**src/rtl/rot_pkg.sv**
```systemverilog
// Shared rotate helpers and FSM state type for the barrel shifter and its inverse search.
package rot_pkg;

  localparam int ROT_N = 3;
  localparam int ROT_W = 1 << ROT_N;

  typedef enum logic [1:0] {IDLE, SEARCH, DONE} rot_state_t;

  function automatic logic [ROT_W-1:0] rotr1(input logic [ROT_W-1:0] v);
    return {v[0], v[ROT_W-1:1]};
  endfunction

endpackage

```
**src/rtl/rotation_amount_finder.sv**
```systemverilog
// Recovers (amt, lr) such that y is a rotation of a, testing one right-rotation per clock.
module rotation_amount_finder
  import rot_pkg::*;
#(
  parameter int N = ROT_N
) (
  input  logic         clk,
  input  logic         reset,
  input  logic         start,
  input  logic [(1<<N)-1:0] a,
  input  logic [(1<<N)-1:0] y,
  output logic         busy,
  output logic         done,
  output logic         found,
  output logic [N-1:0] amt,
  output logic         lr
);

  localparam int W = 1 << N;
  localparam logic [N:0] LAST_CNT = (N+1)'(W - 1);
  localparam logic [N:0] HALF_CNT = (N+1)'(W / 2);
  localparam logic [N:0] FULL_CNT = (N+1)'(W);

  rot_state_t r_state;
  rot_state_t w_state_next;
  logic [W-1:0] r_cand;
  logic [W-1:0] r_tgt;
  logic [N:0]   r_cnt;
  logic         r_found;
  logic [N-1:0] r_amt;
  logic         r_lr;

  logic [W-1:0] w_cand_rot;
  logic         w_match;
  logic         w_last;
  logic [N:0]   w_left_amt;

  generate
    if (W == ROT_W) begin : g_pkg_rot
      assign w_cand_rot = rotr1(r_cand);
    end else begin : g_local_rot
      assign w_cand_rot = {r_cand[0], r_cand[W-1:1]};
    end
  endgenerate

  assign w_match    = (r_cand == r_tgt);
  assign w_last     = (r_cnt == LAST_CNT);
  // Left amount wraps modulo 2**N; only reachable for cnt > W/2 so it never wraps in practice.
  assign w_left_amt = FULL_CNT - r_cnt;

  always_comb begin
    w_state_next = r_state;
    case (r_state)
      IDLE:    if (start) w_state_next = SEARCH;
      SEARCH:  if (w_match || w_last) w_state_next = DONE;
      DONE:    w_state_next = IDLE;
      default: w_state_next = IDLE;
    endcase
  end

  always_ff @(posedge clk or posedge reset) begin
    if (reset) begin
      r_state <= IDLE;
      r_cand  <= '0;
      r_tgt   <= '0;
      r_cnt   <= '0;
      r_found <= 1'b0;
      r_amt   <= '0;
      r_lr    <= 1'b0;
    end else begin
      r_state <= w_state_next;
      case (r_state)
        IDLE: begin
          if (start) begin
            r_cand <= a;
            r_tgt  <= y;
            r_cnt  <= '0;
          end
        end
        SEARCH: begin
          if (w_match) begin
            r_found <= 1'b1;
            // A tie at exactly half a word is reported as a right rotation.
            if (r_cnt <= HALF_CNT) begin
              r_amt <= r_cnt[N-1:0];
              r_lr  <= 1'b0;
            end else begin
              r_amt <= w_left_amt[N-1:0];
              r_lr  <= 1'b1;
            end
          end else if (w_last) begin
            r_found <= 1'b0;
            r_amt   <= '0;
            r_lr    <= 1'b0;
          end else begin
            r_cnt  <= r_cnt + 1'b1;
            r_cand <= w_cand_rot;
          end
        end
        default: ;
      endcase
    end
  end

  assign busy  = (r_state == SEARCH);
  assign done  = (r_state == DONE);
  assign found = r_found;
  assign amt   = r_amt;
  assign lr    = r_lr;

endmodule

```
**config.mk**
```make
export PLATFORM = sky130hd
export DESIGN_NAME = rotation_amount_finder
export DESIGN_NICKNAME = d
export VERILOG_FILES = /design/src/rtl/rot_pkg.sv /design/src/rtl/rotation_amount_finder.sv
export SDC_FILE = /design/constraint.sdc
export NUM_CORES = 1
export LEC_CHECK = 0
export CORE_UTILIZATION = 51
export DETAILED_ROUTE_END_ITERATION = 10
export PLACE_DENSITY = 0.79
export SLEW_MARGIN = 20
export SYNTH_ARGS = -nofsm -noshare
export SYNTH_HDL_FRONTEND = slang
export SYNTH_SLANG_ARGS = --single-unit
```
**constraint.sdc**
```tcl
create_clock -name clk -period 2 [get_ports clk]
set_input_delay 0.3 -clock clk [delete_from_list [all_inputs] [get_ports clk]]
set_output_delay 0.3 -clock clk [all_outputs]
set_load 0.02 [all_outputs]
```
==> results.toml <==
[outcome]
status = "finished, final reports clean"

[synthesis]
synthArstFlopShare_pct = 100
synth.distinct_cells = 28
synth_area_per_cell_um2 = 9.52
synth.most_common_cell = "nand2_1"
synth_ff_type = "dfrtp_1"
ys_ff_latch = 27
ys_seq_area_share_pct = 49.6
syn_nets = 164
ys_warn_count = 0
synth_area_um2 = 1360
synth_edf_count = 0
ys_top_cells_by_area = "dfrtp_1, nand2_1, mux2_2, xor2_1, o2bb2ai_1"
synth_commonest_cells = "nand2_1, dfrtp_1, mux2_2"
syn_inst = 143
synth_top_area_share_pct = 49.6
synth_top_area_cell = "dfrtp_1"

[hold_path]
hp-class = "in2async"

[global_routing]
grt.overflow.total = 0
grt_pass1_wl_um = 4420
grt_max_degree = 28
gr-usage-all-layers_pct = 22.3
antenna_found_initial = 0
grt_pass1_vias = 1025

[setup_path]
reg2reg_depth = 6
reg2reg_slack_ps = 20
worst-endpoint-required_ps = 2240
crit_slowest_cell = "dfrtp_1"
max_stage_delay_ps = 430
arrival_ps = 2220
cp-end-kind = "flop"
path_cells = "xor2_1 -> nor4_2 -> nand4_2 -> a31oi_4 -> buf_6 -> mux2_2"
r2r_end = "r_cand[7]$_DFFE_PP0P_"
criticalPathCategory = "reg2reg"
r2r-start = "r_cand[0]$_DFFE_PP0P_"
cp_max_fo = 4
startpoint_type = "flop"

[finish]
fillers = 205
drive_above_1_share_pct = 15.2
antenna_cells = 0
nets = 200
multi_input_area_um2 = 656
seqCellArea_um2 = 676
syn_to_final_growth_pct = 29.1

[sta]
setup_slack_ps = 24.8
slew_violations = 0
clock_skew_ps = 8.30
max_freq_mhz = 506
hold_viol = 0
period_minus_slack_ps = 1980
setup_viol = 0
tns_ps = 0
rsz0062_at_grt = "yes"
worstMarginPinSlew_ps = 432
relSlewSlack_pct = 71.1
period_share_pct = 98.8

[placed_design]
hpwl_um = 2050
portBuffers = 25
preCtsSetupSlack_ps = 11.8
gp_congestion = 0.785

[power_and_ir_drop]
combPwrFrac_pct = 55.6
power.leakage_nw = 0.864
ir_worst_vdd_v = 0.00102
switching_share_pct = 41.0
powerDensity_nw_per_um2 = 1610
p_int_mw = 1.67
p_sw_mw = 1.16
power_frac_clock_pct = 8.6
power_frac_seq_pct = 35.8

[clock_network]
numCtsBuffers = 3
cts-root-buf = "clkbuf_4"
numClockSinks = 27
max-clock-path-buffers = 2
clk_pin_slew_ps = 150
insertion_delay_ps = 340
cts-htree-levels = 1
cts_tree = "yes"

[floorplanning]
fp.dieW_um = 53.7
fp.coreArea_um2 = 2500
rows = 18
ioPinCount = 26
start_util_pct = 54.5
die_area_um2 = 2880
die_h_um = 53.7

[routing]
drc_errors = 0
first_pass_iters = 4
wire_per_inst_um = 14.0
antenna_left = 0
drt-total-wl_um = 2920
routed_via_density = 5.41
routed-via-count = 1125
first_iter_violations = 21

[job]
max-cap-violations = 0
registers in the layout, indices dropped and copies added (netlist names):
signal	count
r_state	2
r_tgt	8
found	1
r_cand	8
lr	1
amt	3
r_cnt	4
final cells by class:
| type | count | area share (%) |
|---|---|---|
| tap | 30 | 2.14 |
| clock buffer | 3 | 1.28 |
| sequential | 27 | 38.4 |
| inverter | 7 | 1.49 |
| clock inverter | 1 | 0.285 |
| multi-input combinational | 105 | 37.3 |
| timing repair buffer | 35 | 19.1 |
cells in the final DEF, fill, tap and decap left out, types with 2 or more instances in the layout:
cell type / netlist / layout
nor2_1: 3 / 3
ha_1: 2 / 2
mux2_4: 0 / 3
o211ai_1: 4 / 4
buf_4: 0 / 7
nand3b_1: 3 / 3
inv_1: 6 / 6
xnor2_1: 2 / 2
mux2_2: 8 / 5
nand2_1: 55 / 55
mux2i_1: 3 / 3
o2bb2ai_1: 4 / 4
xor2_1: 6 / 6
clkbuf_4: 0 / 3
dfrtp_1: 27 / 27
clkdlybuf4s50_1: 0 / 24
a21oi_1: 2 / 2
buf_6: 0 / 3
routing by layer:
metal | track usage, % | share of wire (%) | vias up
li1 | - | - | 545
met4 | 12.3 | 1.7 | 0
met2 | 35.2 | 48 | 37
met1 | 28.8 | 45 | 538
met3 | 3.95 | 4.8 | 5
met5 | 0 | 0 | -
power groups by stage:
stage               combinational (mW)  sequential [mW]  clock [mW]
floorplan                        0.977             1.02           0
global placement                  1.35             1.00           0
detailed placement                1.40             1.02           0
CTS                               1.46             1.01       0.244
global route                      1.72             1.04       0.274
finish                            1.57             1.01       0.242
critical path, delay by kind of cell (launching register included):
| kind | cells | cell delay (ps) |
|---|---|---|
| mux | 1 | 330 |
| buf+inv | 1 | 140 |
| compound gates | 1 | 260 |
| flops | 1 | 430 |
| simple gates | 2 | 550 |
| xor+xnor | 1 | 160 |
timing repair:
| action | 4_1_cts | 5_1_grt |
|---|---|---|
| pin swaps | 1 | 3 |
| hold buffers | 0 | 0 |
| gates resized for setup | 1 | 6 |
| gates cloned | 0 | 0 |
| setup buffers | 3 | 3 |
| endpoints found under the setup margin | 3 | 8 |
worst max-delay path by stage:
stage,start,to,slack [ps],cells past startpoint
floorplan,r_cand[7]$_DFFE_PP0P_,r_cand[0]$_DFFE_PP0P_,200,5
global placement,r_cand[7]$_DFFE_PP0P_,r_cand[5]$_DFFE_PP0P_,100,5
detailed placement,r_cand[7]$_DFFE_PP0P_,r_cand[7]$_DFFE_PP0P_,10,5
CTS,r_cand[7]$_DFFE_PP0P_,r_cand[7]$_DFFE_PP0P_,20,6
global route,r_cand[0]$_DFFE_PP0P_,r_cand[0]$_DFFE_PP0P_,-40,6
finish,r_cand[0]$_DFFE_PP0P_,r_cand[7]$_DFFE_PP0P_,20,6
cells by family (layout without fill, tap and decap cells):
| logic type | Yosys count | count (layout) | share of synthesized area [%] |
|---|---|---|---|
| AOI/OAI and AO/OA | 13 | 13 | 8.09 |
| xor gates and xnor gates | 8 | 8 | 5.15 |
| adders and majority gates | 2 | 2 | 1.84 |
| buffers and inverters | 11 | 46 | 3.03 |
| DFF | 27 | 27 | 49.6 |
| muxes | 11 | 11 | 8.82 |
| and+or+nand+nor | 71 | 71 | 23.4 |
through the flow:
step / power, mW / hold WS [ps] / area (µm²) / std cells / util, %
floorplan: 1.99 / 353 / 1360 / 143 / -
global placement: 2.35 / 469 / 1660 / 198 / 66.6
detailed placement: 2.42 / 478 / 1660 / 198 / 66.6
CTS: 2.71 / 311 / 1710 / 205 / 68.5
global route: 3.04 / 336 / 1760 / 208 / 70.3
finish: 2.82 / 293 / 1760 / 208 / 70.3
No activity file was read; power rests on OpenSTA's default activity.
